[src/rtl/can_pkg.sv]
// Shared CAN receive/transmit constants, the destuffer state encoding and CRC-15 width.
package can_pkg;

  localparam int          CRC_W     = 15;
  localparam logic [14:0] CRC_POLY  = 15'h4599;
  localparam int          STUFF_LEN = 5;
  localparam int          IDLE_BITS = 11;

  typedef enum logic [1:0] {
    IDLE,
    FRAME,
    ERR
  } state_t;

endpackage

[src/rtl/can_crc15.sv]
// Combinational one-bit step of the CAN CRC-15; shared by the receive and transmit paths.
module can_crc15
  import can_pkg::*;
#(
  parameter logic [CRC_W-1:0] POLY = CRC_POLY
) (
  input  logic [CRC_W-1:0] crc_in,
  input  logic             data_bit,
  input  logic             enable,
  output logic [CRC_W-1:0] crc_out
);

  logic feedback;

  assign feedback = data_bit ^ crc_in[CRC_W-1];
  assign crc_out  = enable ? ({crc_in[CRC_W-2:0], 1'b0} ^ (feedback ? POLY : '0)) : crc_in;

endmodule

[src/rtl/can_destuff_crc.sv]
// CAN receive bit destuffer: removes stuff bits, flags stuff errors, runs CRC-15 and detects bus idle.
module can_destuff_crc #(
  parameter int          IDLE_BITS = can_pkg::IDLE_BITS,
  parameter int          STUFF_LEN = can_pkg::STUFF_LEN,
  parameter logic [14:0] CRC_POLY  = can_pkg::CRC_POLY
) (
  input  logic        clk,
  input  logic        rst_n,
  input  logic        sample_tick,
  input  logic        rx_bit,
  input  logic        stuff_en,
  input  logic        crc_hold,
  input  logic        frame_done,
  output logic        bit_valid,
  output logic        bit_out,
  output logic [14:0] crc,
  output logic        stuff_error,
  output logic        in_frame,
  output logic        bus_idle
);

  import can_pkg::*;

  localparam int            RW        = $clog2(STUFF_LEN + 1);
  localparam int            IW        = $clog2(IDLE_BITS + 1);
  localparam logic [RW-1:0] STUFF_MAX = RW'(STUFF_LEN);
  localparam logic [IW-1:0] IDLE_MAX  = IW'(IDLE_BITS);

  state_t        state_q, state_d;
  logic [RW-1:0] run_cnt_q, run_cnt_d;
  logic          run_val_q, run_val_d;
  logic [IW-1:0] idle_cnt_q, idle_cnt_d;
  logic          emit, stuff_err_d, crc_en, crc_clr;
  logic [14:0]   crc_next;

  can_crc15 #(.POLY(CRC_POLY)) u_crc (
    .crc_in   (crc),
    .data_bit (rx_bit),
    .enable   (crc_en),
    .crc_out  (crc_next)
  );

  // NOTE: every signal gets a default before the case so no path leaves one unassigned (no latches).
  always_comb begin
    state_d     = state_q;
    run_cnt_d   = run_cnt_q;
    run_val_d   = run_val_q;
    idle_cnt_d  = idle_cnt_q;
    emit        = 1'b0;
    stuff_err_d = 1'b0;
    crc_en      = 1'b0;
    crc_clr     = 1'b0;

    unique case (state_q)
      IDLE: begin
        if (sample_tick && !rx_bit) begin
          emit      = 1'b1;
          crc_clr   = 1'b1;
          run_val_d = 1'b0;
          run_cnt_d = RW'(1);
          state_d   = FRAME;
        end
      end

      FRAME: begin
        if (sample_tick) begin
          if (stuff_en && run_cnt_q == STUFF_MAX) begin
            if (rx_bit != run_val_q) begin
              run_val_d = rx_bit;
              run_cnt_d = RW'(1);
            end else begin
              stuff_err_d = 1'b1;
              state_d     = ERR;
            end
          end else begin
            emit   = 1'b1;
            crc_en = !crc_hold;
            if (rx_bit == run_val_q) begin
              if (run_cnt_q != STUFF_MAX) run_cnt_d = run_cnt_q + 1'b1;
            end else begin
              run_val_d = rx_bit;
              run_cnt_d = RW'(1);
            end
          end
        end
        // The decoder's end-of-frame wins over any error raised by the same bit.
        if (frame_done) state_d = IDLE;
      end

      ERR: begin
        if (sample_tick) begin
          emit       = 1'b1;
          idle_cnt_d = rx_bit ? idle_cnt_q + 1'b1 : '0;
          if (idle_cnt_d == IDLE_MAX) begin
            state_d    = IDLE;
            idle_cnt_d = '0;
          end
        end
        if (frame_done) begin
          state_d    = IDLE;
          idle_cnt_d = '0;
        end
      end

      default: state_d = IDLE;
    endcase
  end

  // NOTE: reset is synchronous, so rst_n is only tested inside the clocked block.
  always_ff @(posedge clk) begin
    if (!rst_n) begin
      state_q     <= IDLE;
      bit_valid   <= 1'b0;
      bit_out     <= 1'b1;
      crc         <= '0;
      stuff_error <= 1'b0;
      in_frame    <= 1'b0;
      bus_idle    <= 1'b1;
      run_cnt_q   <= '0;
      run_val_q   <= 1'b1;
      idle_cnt_q  <= '0;
    end else begin
      state_q     <= state_d;
      bit_valid   <= emit;
      if (emit) bit_out <= rx_bit;
      crc         <= crc_clr ? '0 : crc_next;
      stuff_error <= stuff_err_d;
      in_frame    <= (state_d == FRAME);
      bus_idle    <= (state_d == IDLE);
      run_cnt_q   <= run_cnt_d;
      run_val_q   <= run_val_d;
      idle_cnt_q  <= idle_cnt_d;
    end
  end

endmodule
[config.mk]
export PLATFORM = sky130hd
export DESIGN_NAME = can_destuff_crc
export DESIGN_NICKNAME = d
export VERILOG_FILES = /design/src/rtl/can_pkg.sv /design/src/rtl/can_crc15.sv /design/src/rtl/can_destuff_crc.sv
export SDC_FILE = /design/constraint.sdc
export NUM_CORES = 1
export LEC_CHECK = 0
export BUFFER_PORTS_ARGS = -buffer_cell sky130_fd_sc_hd__clkbuf_2
export CAP_MARGIN = 5
export CORE_ASPECT_RATIO = 1.25
export CORE_MARGIN = 3
export CORE_UTILIZATION = 50
export CTS_CLUSTER_SIZE = 20
export DETAILED_ROUTE_END_ITERATION = 8
export PLACE_DENSITY = 0.73
export REMOVE_ABC_BUFFERS = 1
export SYNTH_ARGS = -nofsm -noshare
export SYNTH_HDL_FRONTEND = slang
export SYNTH_SLANG_ARGS = --single-unit
[constraint.sdc]
create_clock -name clk -period 4.52 [get_ports clk]
set_input_delay 0 -clock clk [delete_from_list [all_inputs] [get_ports clk]]
set_output_delay 0 -clock clk [all_outputs]
set_load 0.02 [all_outputs]
After elaboration in Yosys (flattened, before gate mapping)
Index checks and enable logic that the tools add are counted.
- bits in registers: 30
- output and inout port bits: 20
- word-level logic and storage cells: 78
- $add $sub $neg: 2
- equal/unequal tests: 13
- mux-type cells: 37
- bitwise gates (word level): 3
- reduce and logical (&&, ||, !) cells: 13
- operators by type and width (kind ; count):
    two-way mux 3 bit ; 6
    two-way mux 2 bit ; 8
    two-way mux 4 bit ; 4
    two-way mux 15 bit ; 1
    XOR 15 bit ; 1
    two-way mux 1 bit ; 14
    AND reduction 5 bit ; 2
    inequality test 3 bit, second input constant ; 3
    case mux 2 bit (3 select lines) ; 1
    case mux 3 bit (2 select lines) ; 1
    adder 4 x 1 -> 4 bit, second input constant ; 1
    equality test 2 x 1 -> 1 bit, second input constant ; 2
    equality test 4 bit, second input constant ; 1
    logical NOT 2 bit ; 2
    inequality test 2 bit, second input constant ; 2
    inequality test 4 bit, second input constant ; 1
    AND reduction 4 bit ; 1
    nonzero test 2 bit ; 2
    adder 3 x 1 -> 3 bit, second input constant ; 1
    equality test 3 bit, second input constant ; 1
    case mux 1 bit (3 select lines) ; 1
    equality test 2 bit, second input constant ; 1
    logical AND 1 bit ; 2
    logical NOT 1 bit ; 2
    other kinds (7) ; 7

Longest topological paths before layout
Gate-level depths: netlist of the first run.
- depth after elaboration: 8
- gate-level depth with buffers: 7

Modules after synthesis
From an unflattened synthesis of the first run, not the netlist that was laid out.
- cell total of the unflattened synthesis: 161
- area total of the unflattened synthesis: 1550.2 sq um
- by module, submodules not included (module ; instances ; cells each ; area an instance (sq um)):
    can_destuff_crc ; 1 ; 135 ; 1292.5
    can_crc15 ; 1 ; 26 ; 257.7

Worst setup path before layout of the first run
OpenSTA, ideal clock, no wires.
- path kind: register to register
- start: reg idle_cnt_q[0]
- end: reg bus_idle
- data arrival time: 1346 ps
- required time: 4402 ps
- slack: 3056 ps
- cell stages (with the launch flop): 6
- path buffers: 0
- cell sequence: dfxtp_1 -> ha_1 -> and3b_1 -> a41o_2 -> a211oi_2 -> nor2_1
- longest elaborated chain between the ends: 8
- RTL lines (element ; RTL line ; RTL):
    start, declared ; can_destuff_crc.sv:32 ; logic [IW-1:0] idle_cnt_q, idle_cnt_d;
    start signal, assigned ; can_destuff_crc.sv:132 ; idle_cnt_q <= idle_cnt_d;
    adder 4 x 1 -> 4 bit ; can_destuff_crc.sv:93 ; idle_cnt_d = rx_bit ? idle_cnt_q + 1'b1 : '0;
    two-way mux 4 bit ; can_destuff_crc.sv:93 ;
    equality test 4 bit ; can_destuff_crc.sv:94 ; if (idle_cnt_d == IDLE_MAX) begin
    two-way mux 2 bit ; can_destuff_crc.sv:94 ;
    two-way mux 2 bit ; can_destuff_crc.sv:91 ; if (sample_tick) begin
    two-way mux 2 bit ; can_destuff_crc.sv:99 ; if (frame_done) begin
    case mux 2 bit (3 select lines) ; can_destuff_crc.sv:54 ; unique case (state_q)
    logical NOT 2 bit ; can_destuff_crc.sv:129 ; bus_idle <= (state_d == IDLE);
    end signal, assigned ; can_destuff_crc.sv:129 ;
    end, declared ; can_destuff_crc.sv:19 ; output logic bus_idle
No other way between the ends.
A chain may end at the register's enable or synchronous reset.

Worst setup path after layout of the first run
- start: reg state_q[0]
- end: reg crc[0]
- longest elaborated chain between the ends: 3
- RTL lines (element ; RTL line ; RTL):
    start, declared ; can_destuff_crc.sv:29 ; state_t state_q, state_d;
    start signal, assigned ; can_destuff_crc.sv:123 ; state_q <= state_d;
    logical NOT 2 bit ; can_destuff_crc.sv:54 ;
    two-way mux 1 bit ; can_destuff_crc.sv:54 ;
    OR reduction 2 bit (no source line) ; n/a ;
    end signal, assigned ; can_destuff_crc.sv:126 ; crc <= crc_clr ? '0 : crc_next;
    end, declared ; can_destuff_crc.sv:16 ; output logic [14:0] crc,
Several ways; a longest one is shown, not always the timed one.

==> results of run 1 <==
-- timing repair --
item                      CTS  global route
hold buffers                2             0
hold endpoints to repair    3             0
buffers inserted            0             0
-- sequential cells by signal, summed over array words and instances, names as in the netlist, 2 cells and up --
name and flops:
idle_cnt_q 4, state_q 2, run_cnt_q 3, crc 15
-- path summary, 6_finish.rpt --
path                                             from                    to  cells past startpoint
worst max-delay path            state_q[0]$_SDFF_PN0_   crc[0]$_SDFFE_PP0P_                      4
worst min-delay path                      sample_tick  bit_valid$_SDFF_PN0_                      2
worst max register to register  state_q[0]$_SDFF_PN0_   crc[0]$_SDFFE_PP0P_                      4
worst min register to register    crc[0]$_SDFFE_PP0P_   crc[0]$_SDFFE_PP0P_                      2
-- per-layer routing --
layer	share of wire	vias to the layer above	global-route usage
met3	0.051	8	0.0671
met4	0.023	0	0.103
met1	0.41	569	0.199
met5	0	-	0
li1	-	584	-
met2	0.51	30	0.300
-- Yosys cell counts, types with 2 or more instances --
cell type	count
xnor2_1	6
o21a_1	3
a21oi_1	7
nand3b_1	2
xnor2_4	2
dfxtp_1	30
nand2b_1	5
xor2_1	2
nand4_1	3
nand2_1	5
o21ai_0	2
ha_1	3
nand3_1	5
mux2i_1	13
buf_6	2
a311oi_1	2
inv_1	4
nor2_1	23
-- cells by family (layout without fill, tap and decap cells) --
| group | Yosys count | after routing |
|---|---|---|
| AO/OA/AOI/OAI | 25 | 25 |
| XOR/XNOR | 10 | 10 |
| adder cells (fa/ha/maj) | 3 | 3 |
| buffers and inverters | 9 | 39 |
| flip-flops | 30 | 30 |
| multiplexers | 14 | 14 |
| AND/OR/NAND/NOR | 58 | 58 |
-- worst reg2reg max path, delay by kind of cell (launching register included) --
kind | cells | cell delay (ns)
compound gates | 1 | 0.11
simple gates | 3 | 1.02
flops | 1 | 0.52
-- power groups by stage --
stage	combinational [mW]	sequential [mW]	clock, mW
final	0.0508	0.274	0.218
after global routing	0.0553	0.275	0.236
after CTS	0.0509	0.274	0.225
after detailed placement	0.0491	0.280	0
after global placement	0.0486	0.280	0
after floorplan	0.0296	0.283	0
-- final cells by class --
cell class | count | area, µm² | share of cell area
Multi-Input combinational cell | 110 | 828 | 0.482
Sequential cell | 30 | 601 | 0.350
Timing Repair Buffer | 28 | 150 | 0.0874
Clock buffer | 6 | 51.3 | 0.0299
Tap cell | 34 | 42.5 | 0.0248
Clock inverter | 1 | 30.0 | 0.0175
Inverter | 4 | 15.0 | 0.00874
-- metrics by stage --
stage	setup WS (ns)	utilization	instance area, µm²	hold slack [ns]
6_report	2.83	0.623	1720	0.0248
5_1_grt	2.73	0.623	1720	0.0263
4_1_cts	2.83	0.623	1720	0.00697
3_5_place_dp	2.85	0.586	1620	0.277
3_3_place_gp	2.92	0.586	1620	0.276
2_1_floorplan	3.04	-	1440	0.0762
==> key figures, run 1 <==
Status
  – Outcome: complete, no violations

Cells and area
  – Most common cell after layout, fill and taps aside: dfxtp_1
  – Layout cells sized above 1: 0.268
  – Area grow syn2layout: 15.9%
  – Commonest cells after routing, fill and taps aside: dfxtp_1, clkbuf_2, nor2_1
  – Final std cells w/o fill: between 200 and 250
  – ANT cells: 0
  – Final Net Count: between 150 and 200
  – Fillers: around 250

Setup path
  – Cell-by-cell listing of the critical path: nor2b_4 > nand3_2 > or2_1 > a21oi_1
  – Crit path launch type: register
  – Crit. End Element: register
  – CP max stage cell: dfxtp_1
  – FF-to-FF setup slack: around 2.8 ns
  – CP Buf/Inv Count: 0
  – Worst Path Required: around 4.8 ns
  – CP Data Arrival Time: between 1.5 and 2 ns
  – Worst path top cell family by delay: simple AND/OR/NAND/NOR gates
  – Largest stage delay on the critical path: ~0.52 ns
  – Critical path fanouts, max: 15
  – Setup Crit Path Kind: register to register

Placed design
  – Hpwl dp: approximately 2.1 mm
  – Number of buffers added on ports: 26
  – Routability congestion estimate: just under 0.9
  – Cell Count Post-Placement: around 200

Routing
  – Vias per inst: between 5 and 6
  – Drt total wl: roughly 3 mm
  – # DRC: 0
  – Post-DRT Antenna Nets: 0
  – Drt pass-1 iters: 4
  – Routed WL per cell: around 14 µm
  – DR vias: 1191
  – Drt first-iter violations: 32

Synthesis
  – Synth Area in Compound Gates: 0.130
  – Area share of xor/xnor cells in the synthesized design: 0.0844
  – Mapped Area: roughly 1500 µm²
  – Number of flops mapped to enable cells by yosys: 0
  – Adder-Cell Fraction of Synth Area: 0.0253
  – Post-Syn Area per Cell: ~10 µm²
  – Synth cell types: between 40 and 50
  – Synth top area share: 0.405
  – Simple-gate portion of the synthesized area: 0.224
  – Area leader, netlist: dfxtp_1
  – Top_reg_cell synth: dfxtp_1
  – Async SR Flop Fraction: 0
  – Mapped Cells: between 100 and 150
  – Register area share after synthesis: 0.405
  – YS warnings: 0
  – Top post-synthesis cells by area: dfxtp_1, mux2i_1, nor2_1
  – Number of synthesized register bits: 30
  – Largest family of logic cells by synthesized area: simple AND/OR/NAND/NOR gates
  – Mux share of post-synthesis cell area: 0.0954

Power
  – Worst VDD drop: 0.352 mV
  – Pwr Density: approximately 320 nW/µm²
  – Sw Ratio: 0.227
  – Sw power: about 120 µW
  – Leak: approximately 0.77 nW
  – Pint: roughly 420 µW
  – Clock group share of total power: 0.402
  – Sequential power share: 0.505
  – Total power: 543 µW
  – Combinational power share: 0.094

Timing
  – Final hold viol count: 0
  – Final setup vio count: 0
  – Tmin final: 1.69 ns
  – Fmax: roughly 590 MHz
  – Slew Viols, Final: 0
  – Slew at the pin closest to its max-slew limit: between 0.4 and 0.5 ns
  – Slew margin rel.: 0.675
  – Setup total negative slack: 0 ns
  – Clock Skew: about 0.0028 ns
  – RSZ-0062 raised after global routing: no
  – Crit share post-route: 0.375

Clock network
  – Sink Count: 30
  – CTS max path bufs: 2
  – Clk slew on worst S/H paths: roughly 0.090 ns
  – H-tree levels: 2
  – CTS resizes: 0
  – Cts bufs inserted: 5
  – CTS tree: built
  – Root buffer cell: clkbuf_4
  – Worst skew pair latency: around 0.33 ns

Floorplan
  – Initial Utilization: 0.537
  – Cell Rows: 21
  – Die area: 3660 µm²
  – Core area: 2760 µm²
  – DIE HEIGHT: 66.9 µm
  – IO Count: 27
  – Die width: approximately 55 µm

Global routing
  – Global route total overflow: 0
  – Largest net degree at the start of global routing: 16
  – Initial antenna violation count: 0
  – Total track usage: 0.184
  – First-pass GRT wire length: slightly below 5 mm
  – Number of global-route vias before repair: approximately 1200

Min path
  – Min-Delay Path Class: input port to register

Run
  – Max cap viols: 0
Note: power is estimated with default switching activity, not from simulation.
==> inputs of run 2 (changes only) <==
- ABC_AREA: unset -> 1
- clock period: 4.52 -> 1.6 ns (I/O delays scaled with it)
==> run 2 against run 1 <==
Net effect:
- area after synthesis shrank 1.4%
- routed wire length grew 2.5%
- clock skew grew 0.0062 ns
==> key figures, run 2 <==
Cells and area
  – Most common cell after layout, fill and taps aside: nand2_1
  – Commonest cells after routing, fill and taps aside: nand2_1, nor2_1, dfxtp_1
  – ANT cells: 0
  – Sequential Area: between 600 and 700 µm²
  – Fillers: 255
  – Area grow syn2layout: 19.0%
  – Max reg flops: 15
  – Multi-input gate area: about 730 µm²
  – Final Net Count: between 200 and 250
  – Top reg by flops: crc
  – Top flop regs: crc (15), idle_cnt_q (4), run_cnt_q (3)
  – Layout cells sized above 1: 0.233

Global routing
  – Total track usage: 0.204
  – Global route total overflow: 0
  – First-pass GRT wire length: 5.40 mm
  – Initial antenna violation count: 0
  – Largest net degree at the start of global routing: 15
  – Number of global-route vias before repair: about 1300

Synthesis
  – Top post-synthesis cells by area: dfxtp_1, nand2_1, nor2_1
  – Async SR Flop Fraction: 0
  – Count leader, synth: nand2_1
  – Area leader, netlist: dfxtp_1
  – Commonest cells post-synth: nand2_1, dfxtp_1, nor2_1
  – Register area share after synthesis: 0.411
  – Top_reg_cell synth: dfxtp_1
  – Number of flops mapped to enable cells by yosys: 0
  – Number of synthesized register bits: 30
  – Synth top area share: 0.411
  – Mapped Area: ~1500 µm²
  – Post-Syn Area per Cell: between 7 and 8 µm²
  – Synth cell types: 28
  – Mapped Cells: approximately 200
  – YS warnings: 0

Clock network
  – H-tree levels: 2
  – CTS max path bufs: 2
  – Root buffer cell: clkbuf_4
  – Clk slew on worst S/H paths: ~0.1 ns
  – Worst skew pair latency: 0.33 ns
  – Sink Count: 30
  – Cts bufs inserted: 5
  – CTS tree: built

Floorplan
  – Cell Rows: 21
  – IO Count: 27
  – Die width: around 54 µm
  – Die area: about 3600 µm²
  – DIE HEIGHT: between 60 and 70 µm
  – Initial Utilization: 0.535
  – Core area: 2730 µm²

Timing
  – Slew margin rel.: 0.703
  – Clock Skew: around 0.0090 ns
  – Setup total negative slack: 0 ns
  – Tmin final: around 1.5 ns
  – Crit share post-route: 0.919
  – Slew Viols, Final: 0
  – Final hold viol count: 0
  – Worst hold slack: roughly 0.023 ns
  – Setup ws final: 0.129 ns
  – Final setup vio count: 0
  – Fmax: 680 MHz
  – Slew at the pin closest to its max-slew limit: 0.441 ns

Power
  – Sw Ratio: 0.264
  – Pint: 1.16 mW
  – Pwr Density: a little over 900 nW/µm²
  – Clock group share of total power: 0.386
  – Total power: between 1.5 and 2 mW
  – Sw power: 415 µW
  – Worst VDD drop: 0.724 mV
  – Leak: between 0.8 and 0.9 nW
  – Combinational power share: 0.116
  – Sequential power share: 0.498

Setup path
  – Worst r2r dst: crc[9]$_SDFFE_PP0P_
  – Crit. End Element: register
  – Critical path fanouts, max: 8
  – R2r startpoint: run_cnt_q[1]$_SDFFE_PN0P_
  – Worst Path Required: 1.87 ns
  – CP Data Arrival Time: approximately 1.7 ns
  – Crit path launch type: register
  – Worst reg-to-reg path cell count: 8
  – FF-to-FF setup slack: approximately 0.13 ns
  – Setup Crit Path Kind: register to register

Min path
  – WHS Path Cells: 3
  – WHS Endpoint: bit_out$_SDFFE_PN1P_
  – Hold Path Origin: rx_bit
  – Min-Delay Path Class: input port to register

Routing
  – DR vias: between 1000 and 1500
  – Drt first-iter violations: 42
  – Vias per inst: between 5 and 6
  – Drt pass-1 iters: 4
  – Post-DRT Antenna Nets: 0
  – Drt total wl: 3.09 mm
  – # DRC: 0
  – Routed WL per cell: ~12 µm

Placed design
  – Number of buffers added on ports: 26
  – Routability congestion estimate: between 0.8 and 0.9
  – Dpl ws: 0.0502 ns
  – Hpwl dp: 2.43 mm

Status
  – Outcome: complete, no violations

Run
  – Max cap viols: 0
run 2: cell count changes in the layout (fill, tap and decap cells not counted), sizes merged, moves of 7 or more:
cell,before,now
inv,4,24
nand3,6,15
mux2i,13,0
nor2,23,33
nand2,6,37
a21oi,7,16
xnor2,8,1
o21ai,2,16
run 2: cell families (layout without fill, tap and decap cells):
| logic type | after synthesis | in the layout | synth area share |
|---|---|---|---|
| simple gates | 89 | 89 | 0.280 |
| compound gates | 36 | 36 | 0.135 |
| buf+inv | 31 | 66 | 0.101 |
| xor+xnor | 8 | 8 | 0.0479 |
| fa+ha+maj | 3 | 3 | 0.0257 |
| flops | 30 | 30 | 0.411 |
run 2: stage by stage:
step	std cells	area, µm²	utilization
2_1_floorplan	191	1420	-
3_3_place_gp	254	1610	0.590
3_5_place_dp	254	1610	0.590
4_1_cts	264	1710	0.627
5_1_grt	266	1740	0.637
6_report	266	1740	0.637
run 2: area by class of cell:
| type | instances | area share |
|---|---|---|
| multi-input cells | 136 | 0.417 |
| flip-flops and latches | 30 | 0.345 |
| repair buffers | 33 | 0.108 |
| inverters | 25 | 0.0582 |
| clock inverters | 3 | 0.0259 |
| well taps | 34 | 0.0244 |
| clock buffers | 5 | 0.0216 |
run 2: power groups by stage:
stage          logic, mW  clock network, mW  registers [mW]
2_1_floorplan      0.100                  0           0.817
3_3_place_gp       0.170                  0           0.801
3_5_place_dp       0.176                  0           0.803
4_1_cts            0.180              0.627           0.785
5_1_grt            0.207              0.661           0.788
6_report           0.183              0.608           0.785
run 2: critical path, stage by stage (launching register included):
cell	delay, ns
dfxtp_1	0.35
inv_1	0.06
ha_1	0.21
nand3_2	0.13
nand3_4	0.12
nor2_8	0.16
buf_4	0.16
o21ai_0	0.08
a21oi_1	0.14
run 2: what timing repair did:
item	CTS	global route
setup buffers	0	2
endpoints found under the setup margin	0	12
resized for setup	0	3
hold buffers	2	0
endpoints found under the hold margin	4	0
run 2: worst max path at each step:
stage                                          from                    to  depth (start not counted)  slack, ns
after floorplan           run_cnt_q[1]$_SDFFE_PN0P_  crc[10]$_SDFFE_PP0P_                          8       0.17
after global placement    run_cnt_q[1]$_SDFFE_PN0P_   crc[3]$_SDFFE_PP0P_                          8       0.15
after detailed placement  run_cnt_q[1]$_SDFFE_PN0P_   crc[9]$_SDFFE_PP0P_                          8       0.05
after CTS                 run_cnt_q[1]$_SDFFE_PN0P_   crc[9]$_SDFFE_PP0P_                          8       0.02
after global routing      run_cnt_q[1]$_SDFFE_PN0P_  crc[14]$_SDFFE_PP0P_                          8     -0.008
final                     run_cnt_q[1]$_SDFFE_PN0P_   crc[9]$_SDFFE_PP0P_                          8       0.13
run 2: routing by layer:
metal / global-route usage / part of all wire / routed length (µm)
met1: 0.220 / 0.41 / 1260
met2: 0.350 / 0.53 / 1640
met3: 0.0649 / 0.044 / 137
met4: 0.0903 / 0.014 / 44
met5: 0 / 0 / 0
==> inputs of run 3 (changes only) <==
- ABC_AREA: 1 -> 0
- CORE_ASPECT_RATIO: 1.25 -> 0.9
- CORE_UTILIZATION: 50 -> 52
- PLACE_DENSITY: 0.73 -> 0.75
==> run 3 against run 2 <==
Net effect:
- final area rose by 0.65%
- die area fell by 2.4%
- register-to-register slack worse by 0.07 ns
- non-clock buffer count fell by 2
- maximum frequency is 4.4% lower
- hold slack improved by 0.015 ns
- sequential power is 2% lower
- clock skew decreased by 0.0035 ns
- power fell by 11%
- via count fell by 14%
- combinational power decreased by 16%
- critical path type unchanged
- critical endpoint is now run_cnt_q[2]$_SDFFE_PN0P_
==> key figures, run 3 (synthesized netlist as in run 1, its figures left out) <==
Power
  – Leak: ~0.77 nW
  – Worst VDD drop: between 0.5 and 0.6 mV
  – Pwr Density: 798 nW/µm²
  – Total power: 1.40 mW

Floorplan
  – Initial Utilization: 0.576
  – Die area: 3530 µm²
  – Core area: roughly 2600 µm²
  – DIE HEIGHT: around 57 µm
  – Cell Rows: 17
  – Die width: approximately 62 µm
  – IO Count: 27

Placed design
  – Cell area after placement: approximately 1600 µm²
  – Number of buffers added on ports: 26
  – Dpl ws: 0.0171 ns
  – Routability congestion estimate: around 0.8
  – Hpwl dp: about 2.2 mm

Run
  – Max cap viols: 0

Cells and area
  – Top flop regs: crc (15), idle_cnt_q (4), run_cnt_q (3)
  – Area grow syn2layout: 18.1%
  – Layout cells sized above 1: 0.311
  – Fillers: approximately 210
  – Final Net Count: 192
  – Commonest cells after routing, fill and taps aside: dfxtp_1, clkbuf_2, nor2_1
  – Top reg by flops: crc
  – Final core occ: 0.681
  – Most common cell after layout, fill and taps aside: dfxtp_1
  – Max reg flops: 15
  – Final Cell Area: approximately 1800 µm²
  – ANT cells: 0

Clock network
  – H-tree levels: 2
  – Cts bufs inserted: 5
  – CTS tree: built
  – Clk slew on worst S/H paths: around 0.10 ns
  – Setup bufs post-CTS: 0
  – Root buffer cell: clkbuf_4
  – CTS max path bufs: 2
  – Worst skew pair latency: around 0.32 ns
  – Sink Count: 30

Status
  – Outcome: complete, no violations

Timing
  – Slew at the pin closest to its max-slew limit: 0.533 ns
  – Slew Viols, Final: 0
  – Final setup vio count: 0
  – Fmax: about 650 MHz
  – Setup total negative slack: 0 ns
  – Final hold viol count: 0
  – RSZ-0062 raised after global routing: yes
  – Crit share post-route: 0.961
  – Setup ws final: ~0.062 ns
  – Tmin final: 1.54 ns
  – Clock Skew: between 0.005 and 0.006 ns
  – Slew margin rel.: 0.641

Routing
  – Drt first-iter violations: 41
  – Drt total wl: 2.97 mm
  – Post-DRT Antenna Nets: 0
  – # DRC: 0
  – Routed WL per cell: 13.4 µm
  – DR vias: between 1000 and 1500
  – Vias per inst: about 5.3
  – Drt pass-1 iters: 4

Global routing
  – Number of global-route vias before repair: about 1100
  – First-pass GRT wire length: about 5 mm
  – Global route total overflow: 0
  – Total track usage: 0.181
  – Largest net degree at the start of global routing: 16
  – Initial antenna violation count: 0

Setup path
  – CP Data Arrival Time: around 1.8 ns
  – Crit. End Element: register
  – Worst Path Required: about 1.8 ns
  – Setup Crit Path Kind: register to register
  – Crit path launch type: register
  – Critical path fanouts, max: 4

Min path
  – Min-Delay Path Class: input port to register
## run 3: changes by cell type in the layout (fill, tap and decap cells not counted), moves of 6 or more
cell / previous run / this run
o21ai_1: 6 / 0
nor2_1: 30 / 23
nand2_1: 35 / 5
nand3_1: 13 / 4
a21oi_1: 16 / 7
mux2i_1: 0 / 13
inv_1: 21 / 4
o21ai_0: 10 / 2
## run 3: worst paths after layout
check,slack (ns),cells after the start,startpoint,endpoint
worst min-delay path,0.04,2,sample_tick,bit_valid$_SDFF_PN0_
worst max-delay path,0.06,4,run_cnt_q[0]$_SDFFE_PN0P_,run_cnt_q[2]$_SDFFE_PN0P_
worst max register to register,0.06,4,run_cnt_q[0]$_SDFFE_PN0P_,run_cnt_q[2]$_SDFFE_PN0P_
worst min register to register,0.49,2,crc[0]$_SDFFE_PP0P_,crc[0]$_SDFFE_PP0P_
## run 3: what timing repair did
item                       4_1_cts  5_1_grt
resized for setup                1        5
hold endpoints to repair         3        0
setup endpoints to repair        1        4
hold buffers                     2        0
pin swaps                        0        1
## run 3: where the power goes
part	switching, mW	leakage, nW	internal, mW
clock network	0.261	0.0343	0.211
registers	0.0103	0.244	0.760
logic	0.0884	0.493	0.0657
## run 3: layer usage
metal | routed length (µm) | share of wire | global-route usage | vias to the layer above
li1 | - | - | - | 594
met1 | 1300 | 0.44 | 0.198 | 549
met2 | 1510 | 0.51 | 0.331 | 28
met3 | 116 | 0.039 | 0.0500 | 6
met4 | 42 | 0.014 | 0.0755 | 0
met5 | 0 | 0 | 0 | -
## run 3: worst max-delay path, stage by stage (launching register included)
cell      delay (ns)
dfxtp_1         0.41
ha_2            0.23
mux2_2          0.33
a21o_2          0.20
a311oi_1        0.27
## run 3: stage by stage
step,cells,hold WS [ns]
2_1_floorplan,144,0.0762
3_3_place_gp,211,0.284
3_5_place_dp,211,0.282
4_1_cts,221,0.00979
5_1_grt,221,0.0325
6_report,221,0.0378
## run 3: area by class of cell
type / instances / area (µm²) / area share
inverter: 4 / 15.0 / 0.00857
clock inverter: 2 / 12.5 / 0.00714
tap: 38 / 47.5 / 0.0271
clock buffer: 6 / 51.3 / 0.0293
timing repair buffer: 31 / 173 / 0.0986
multi-input combinational: 110 / 851 / 0.486
sequential: 30 / 602 / 0.344
